==> config.mk <==
export PLATFORM = sky130hd
export DESIGN_NAME = pc_next_gen
export DESIGN_NICKNAME = d
export VERILOG_FILES = /design/src/rtl/pc_next_gen.sv
export SDC_FILE = /design/constraint.sdc
export NUM_CORES = 1
export LEC_CHECK = 0
export ABC_AREA = 0
export CORE_MARGIN = 2
export CORE_UTILIZATION = 50
export DETAILED_ROUTE_END_ITERATION = 7
export PLACE_DENSITY_LB_ADDON = 0.2
export SYNTH_ARGS = -nofsm -noshare
export SYNTH_HDL_FRONTEND = slang
export SYNTH_SLANG_ARGS = --single-unit
==> constraint.sdc <==
create_clock -name clk -period 3.4 [get_ports clk]
set_input_delay 0.68 -clock clk [delete_from_list [all_inputs] [get_ports clk]]
set_output_delay 0.68 -clock clk [all_outputs]
set_load 0.01 [all_outputs]
==> src/rtl/pc_next_gen.sv <==
// Next-address generator for the program counter.
// Owns the return-address stack, the run/halt/fault state and the sticky error flags.
module pc_next_gen #(
  parameter int                ADDR_W    = 6,
  parameter int                RAS_DEPTH = 4,
  parameter logic [ADDR_W-1:0] FAULT_VEC = 6'h3F,
  localparam int               CNT_W     = $clog2(RAS_DEPTH) + 1,
  localparam int               PTR_W     = $clog2(RAS_DEPTH)
) (
  input  logic              clk,
  input  logic              rst,
  input  logic [ADDR_W-1:0] pc_in,
  input  logic              stall,
  input  logic              br_taken,
  input  logic [ADDR_W-1:0] br_off,
  input  logic              jmp,
  input  logic              call,
  input  logic              ret,
  input  logic [ADDR_W-1:0] jmp_addr,
  input  logic              halt,
  input  logic              resume,
  output logic [ADDR_W-1:0] target,
  output logic              halted,
  output logic              fault,
  output logic [CNT_W-1:0]  ras_cnt,
  output logic              ovf,
  output logic              unf
);

  typedef enum logic [1:0] {
    ST_RUN   = 2'd0,
    ST_HALT  = 2'd1,
    ST_FAULT = 2'd2
  } state_t;

  localparam logic [CNT_W-1:0] DEPTH_C = CNT_W'(RAS_DEPTH);

  state_t            state_q, state_d;
  logic [CNT_W-1:0]  cnt_q, cnt_d;
  logic              ovf_q, ovf_d;
  logic              unf_q, unf_d;
  logic              push;
  logic [ADDR_W-1:0] ras_q [RAS_DEPTH];

  logic [ADDR_W-1:0] inc;
  logic [ADDR_W-1:0] br_tgt;
  logic [CNT_W-1:0]  cnt_m1;
  logic [ADDR_W-1:0] ras_top;

  // Offset has full address width, so modular addition equals sign extension.
  assign inc     = pc_in + 1'b1;
  assign br_tgt  = inc + br_off;
  assign cnt_m1  = cnt_q - 1'b1;
  assign ras_top = ras_q[cnt_m1[PTR_W-1:0]];

  always_comb begin
    state_d = state_q;
    cnt_d   = cnt_q;
    ovf_d   = ovf_q;
    unf_d   = unf_q;
    push    = 1'b0;
    target  = inc;
    case (state_q)
      ST_RUN: begin
        if (halt) begin
          target  = pc_in;
          state_d = ST_HALT;
        end else if (stall) begin
          target = pc_in;
        end else if (ret) begin
          if (cnt_q != '0) begin
            target = ras_top;
            cnt_d  = cnt_m1;
          end else begin
            target  = pc_in;
            unf_d   = 1'b1;
            state_d = ST_FAULT;
          end
        end else if (call) begin
          if (cnt_q < DEPTH_C) begin
            target = jmp_addr;
            push   = 1'b1;
            cnt_d  = cnt_q + 1'b1;
          end else begin
            target  = pc_in;
            ovf_d   = 1'b1;
            state_d = ST_FAULT;
          end
        end else if (jmp) begin
          target = jmp_addr;
        end else if (br_taken) begin
          target = br_tgt;
        end
      end
      ST_HALT: begin
        target = pc_in;
        if (resume) state_d = ST_RUN;
      end
      default: begin
        target = FAULT_VEC;
      end
    endcase
    // Reset overrides combinationally so the PC loads 0 on the reset edge.
    if (!rst) begin
      target = '0;
      push   = 1'b0;
    end
  end

  always_ff @(posedge clk) begin
    if (!rst) begin
      state_q <= ST_RUN;
      cnt_q   <= '0;
      ovf_q   <= 1'b0;
      unf_q   <= 1'b0;
    end else begin
      state_q <= state_d;
      cnt_q   <= cnt_d;
      ovf_q   <= ovf_d;
      unf_q   <= unf_d;
    end
  end

  always_ff @(posedge clk) begin
    if (push) ras_q[cnt_q[PTR_W-1:0]] <= inc;
  end

  assign halted  = (state_q == ST_HALT);
  assign fault   = (state_q == ST_FAULT);
  assign ras_cnt = cnt_q;
  assign ovf     = ovf_q;
  assign unf     = unf_q;

endmodule
Word level (Yosys, flattened, before mapping)
Memory sizes are Yosys's and may differ from the RTL's.
Cells that the tools add are included.
{ "classes": {"n_bitwise": 5, "n_eq_ne": 8, "n_reduce_logical": 9, "add_sub_neg": 4, "magnitude_cmp": 1, "muxes": 31} }
{ "ops": {"columns": ["op", "n"], "rows": [
  ["two-way mux 6 bit", 9],
  ["AND reduction 6 bit", 3],
  ["two-way mux 2 bit", 7],
  ["two-way mux 3 bit", 4],
  ["!= test 4 bit (second input constant)", 3],
  ["case mux 6 bit (2 select lines)", 1],
  ["two-way mux 1 bit", 9],
  ["adder 6 x 1 -> 6 bit (second input constant)", 1],
  ["adder 6 bit", 1],
  ["nonzero test 2 bit", 3],
  ["NOT 1 bit", 5],
  ["AND reduction 5 bit", 1],
  ["case mux 2 bit (2 select lines)", 1],
  ["adder 3 x 1 -> 3 bit (second input constant)", 1],
  ["less-than comparator 3 bit (second input constant)", 1],
  ["!= test 3 bit (second input constant)", 1],
  ["nonzero test 3 bit", 1],
  ["subtractor 3 x 1 -> 3 bit (second input constant)", 1],
  ["== test 2 x 1 -> 1 bit (second input constant)", 1],
  ["== test 2 bit (second input constant)", 1],
  ["zero test 2 bit", 1],
  ["!= test 2 x 1 -> 1 bit (second input constant)", 1],
  ["!= test 2 bit (second input constant)", 1]
]} }
{ "totals": {"mem_count": 1, "word_cells": 63, "register_bits": 7, "ramBits": 24} }
{ "memory_table": {"columns": ["memory", "words", "width", "read_ports", "rd_clocked_by_memory_dff", "wr", "line_no", "text"], "rows": [
  ["ras_q", 4, 6, 1, 0, 1, "43", "logic [ADDR_W-1:0] ras_q [RAS_DEPTH];"]
]} }

Logic depth before layout (Yosys ltp)
{ "depth": {"depth_word": 10, "ltp_mapped": 9} }

Least setup slack after synthesis
OpenSTA, ideal clock, no wires.
{ "synth_timing": {"path_kind": "input -> output", "start": "input port pc_in[0]", "end": "output port target[5]", "t_required_ps": 2720, "setup_slack_ps": 247, "path_buffers": 0, "t_arrival_ps": 2473, "path_stages": 9, "path_cell_list": "ha_1 > nand3_1 > xnor2_1 > ha_1 > nand2_1 > or4_1 > nand3_1 > xnor2_1 > a41oi_1"} }
{ "synth_via": {"elab_chain_len": 10} }
{ "synth_rtl": {"columns": ["item", "line_no", "text"], "rows": [
  ["start: declaration", "12", "input logic [ADDR_W-1:0] pc_in,"],
  ["adder 6 x 1 -> 6 bit", "51", "assign inc = pc_in + 1'b1;"],
  ["via inc[4]", "45", "logic [ADDR_W-1:0] inc;"],
  ["adder 6 bit", "52", "assign br_tgt = inc + br_off;"],
  ["two-way mux 6 bit", "91", "end else if (br_taken) begin"],
  ["two-way mux 6 bit", "89", "end else if (jmp) begin"],
  ["two-way mux 6 bit", "79", "end else if (call) begin"],
  ["two-way mux 6 bit", "70", "end else if (ret) begin"],
  ["two-way mux 6 bit", "68", "end else if (stall) begin"],
  ["two-way mux 6 bit", "65", "if (halt) begin"],
  ["case mux 6 bit (2 select lines)", "63", "case (state_q)"],
  ["two-way mux 6 bit", "104", "if (!rst) begin"],
  ["end: declaration", "22", "output logic [ADDR_W-1:0] target,"]
]} }
The timed path passes the listed nets, and every way through them passes these cells.

Worst setup path after layout
{ "layout_timing": {"start": "input port pc_in[3]", "end": "output port target[5]"} }
Same word-level chain as after synthesis.

==> impl_metrics.tcl <==
set metrics [dict create \
    yosysSeqAreaShare_pct 42.08 \
    min_path_type "reg2reg" \
    synth_cells 192 \
    grt_max_degree 14 \
    setup_viol 0 \
    final_area_um2 2947 \
    cp.required_ns 2.72 \
    fin_crit_ns 3.307 \
    wirelength_um 5811 \
    min_period_over_period_pct 97.28 \
    rows 23 \
    synthTopCellsByArea "edfxtp_1 35%, dfxtp_1 6.9%, ha_1 6.7%" \
    crit_path_cell_trace "dlygate4sd2_1, nand3_2, xnor2_2, ha_1, nand2_1, or4_1, nand3_1, xnor2_1, a41oi_1, buf_2" \
    max_slew_margin_pct 64.77 \
    vias 1860 \
    critPathMaxFanout 2 \
    finalHoldViolCount 0 \
    synth_cell_type_count 49 \
    drv_cap 0 \
    syn_nets 231 \
    crit_arrival_ns 2.63 \
    nFillCells 282 \
    dpl_cell_area_um2 2700 \
    grt_pass1_wl_um 9094 \
    ys_async_sr_fraction_pct 0 \
    critPathTopFamily "simple AND/OR/NAND/NOR gates" \
    status "finished, final reports clean" \
    max_stage_delay_ns 0.49 \
    core_area_um2 3971 \
    detail-route-antenna-nets 0 \
    yosysWarnings 0 \
    rr_worst_depth 4 \
    htree_levels 2 \
    routabilityCongestion 0.9588 \
    drtIter0Drc 223 \
    dieArea_um2 4619 \
    cts.sink_count 31 \
    synth_seq_cells 31 \
    cp_num_cells 10 \
    num_io_pins 40 \
    crit_buf_inv 2 \
    via_per_inst 5.849 \
    critical_path_class "in2out" \
    n_antenna_cell 0 \
    area_growth_pct 44.04 \
    finClkSkew_ns 0.01064 \
    ys.flop_type "edfxtp_1" \
    yosysTopAreaCell "edfxtp_1" \
    cp-end-kind "output pin" \
    tritoncts "done" \
    overflow 0 \
    ir_drop_mv 0.2546 \
    io_buffers 39 \
    wl_per_cell_um 18.27 \
    avgSynthCellArea_um2 10.65 \
    start_util_pct 51.51 \
    min_path_cells 1 \
    cts_made_buffers 5 \
    power_leakage_nw 1.173 \
    grt_use_total_pct 27.25 \
    grt_setup_unrepaired "no" \
    root_buffer "clkbuf_8" \
    hpwl_um 4330 \
    synth_area_um2 2046 \
    drc 0 \
    tightestPinTransition_ns 0.5235 \
    antenna_found_initial 0 \
    grt_pass1_vias 1857 \
    clk_latency_ns 0.29 \
    cts_hold_buffers 0 \
    die_w_um 67.97 \
    whs_ns 0.4818 \
    cts_max_path_buffers 2 \
    power_density_nw_per_um2 362.4 \
    synth_edf_count 24 \
    cp-start-kind "primary input" \
    die_h_um 67.97 \
    cts.clk_slew.worst_paths_ns 0.06 \
    synth_top_area_share_pct 35.23 \
    nNetsFinal 306 \
    max_freq_ghz 0.3024 \
    critical_path.slowest_cell "or4_1" \
    drive_above_1_share_pct 27.24 \
    final_max_slew_viol_count 0 \
    firstDrtPassIters 4 \
]
cells in the mapped netlist (all sizes together) (3+ instances only):
cell type  number
edfxtp         24
o21ai          16
nor2           15
nand2          13
ha             11
inv            10
a21oi           9
mux2i           8
dfxtp           7
and2            6
mux4            6
a211oi          5
buf             5
nand3           5
xnor2           5
o211ai          3
o21a            3
xor2            3
sequential cells by signal (all words and copies together) (netlist names):
signal,flops
ras_q,24
unf,1
ovf,1
ras_cnt,3
state_q,2
per-stage QoR:
step	instances	setup TNS [ns]	power [mW]	setup slack (ns)	util (%)
floorplan	192	0	0.5573	0.2472	-
detailed placement	306	-3.407	0.6857	-0.7461	67.99
finish	318	0	1.068	0.09259	74.20
CTS	314	0	1.057	0.009791	72.46
global placement	306	-3.073	0.6806	-0.6866	67.99
global route	318	0	1.110	0.01304	74.20
path summary, 6_finish.rpt:
check                           startpoint           to  slack [ns]
worst min register to register         unf          unf        0.48
worst max register to register  state_q[0]  ras_q[1][1]        1.23
worst max-delay path              pc_in[3]    target[5]        0.09
worst min-delay path                   unf          unf        0.48
cells by family (layout without fill, tap and decap cells):
family / after synthesis / after routing / share of synthesized area [%]
AO/OA/AOI/OAI: 56 / 56 / 18.90
adder cells (fa/ha/maj): 12 / 12 / 7.706
XOR/XNOR: 8 / 8 / 3.425
AND/OR/NAND/NOR: 54 / 54 / 13.09
flip-flops: 31 / 31 / 42.08
buffers and inverters: 17 / 93 / 3.731
multiplexers: 14 / 14 / 11.07
area by class of cell:
class | instances | area, µm² | area share, %
Sequential cell | 31 | 862.1 | 29.26
Inverter | 10 | 37.54 | 1.274
Clock inverter | 3 | 43.79 | 1.486
Multi-Input combinational cell | 144 | 1229 | 41.70
Tap cell | 50 | 62.56 | 2.123
Timing Repair Buffer | 75 | 643.1 | 21.83
Clock buffer | 5 | 68.82 | 2.335
layout by cell type, fill, tap and decap left out, types with 4 or more instances in the layout:
cell             Yosys  routed
buf_4                0      33
inv_1               10      10
nor2_1              15      15
clkdlybuf4s50_1      0      25
buf_2                4       5
a21oi_1              9       9
mux2i_1              8       8
clkbuf_8             0       5
dfxtp_1              7       6
edfxtp_1            24      24
ha_1                11       7
dlymetal6s2s_1       0       4
nand2_1             13      13
and2_1               6       6
o21ai_0             14      12
power by group:
| part | switching [mW] | internal (mW) |
|---|---|---|
| Combinational | 0.139 | 0.146 |
| Clock | 0.144 | 0.218 |
| Sequential | 0.00475 | 0.415 |
what timing repair did:
item                                    4_1_cts  5_1_grt
buffers inserted                              0        4
pin swaps                                     6       13
endpoints found under the setup margin        6        6
resized for setup                            38       19
metal layers:
metal	GRT usage (%)	wire length, µm
met5	0	0
met2	46.36	2925
met4	10.00	107
met3	6.086	300
met1	33.79	2477
No activity file was read; power rests on OpenSTA's default activity.
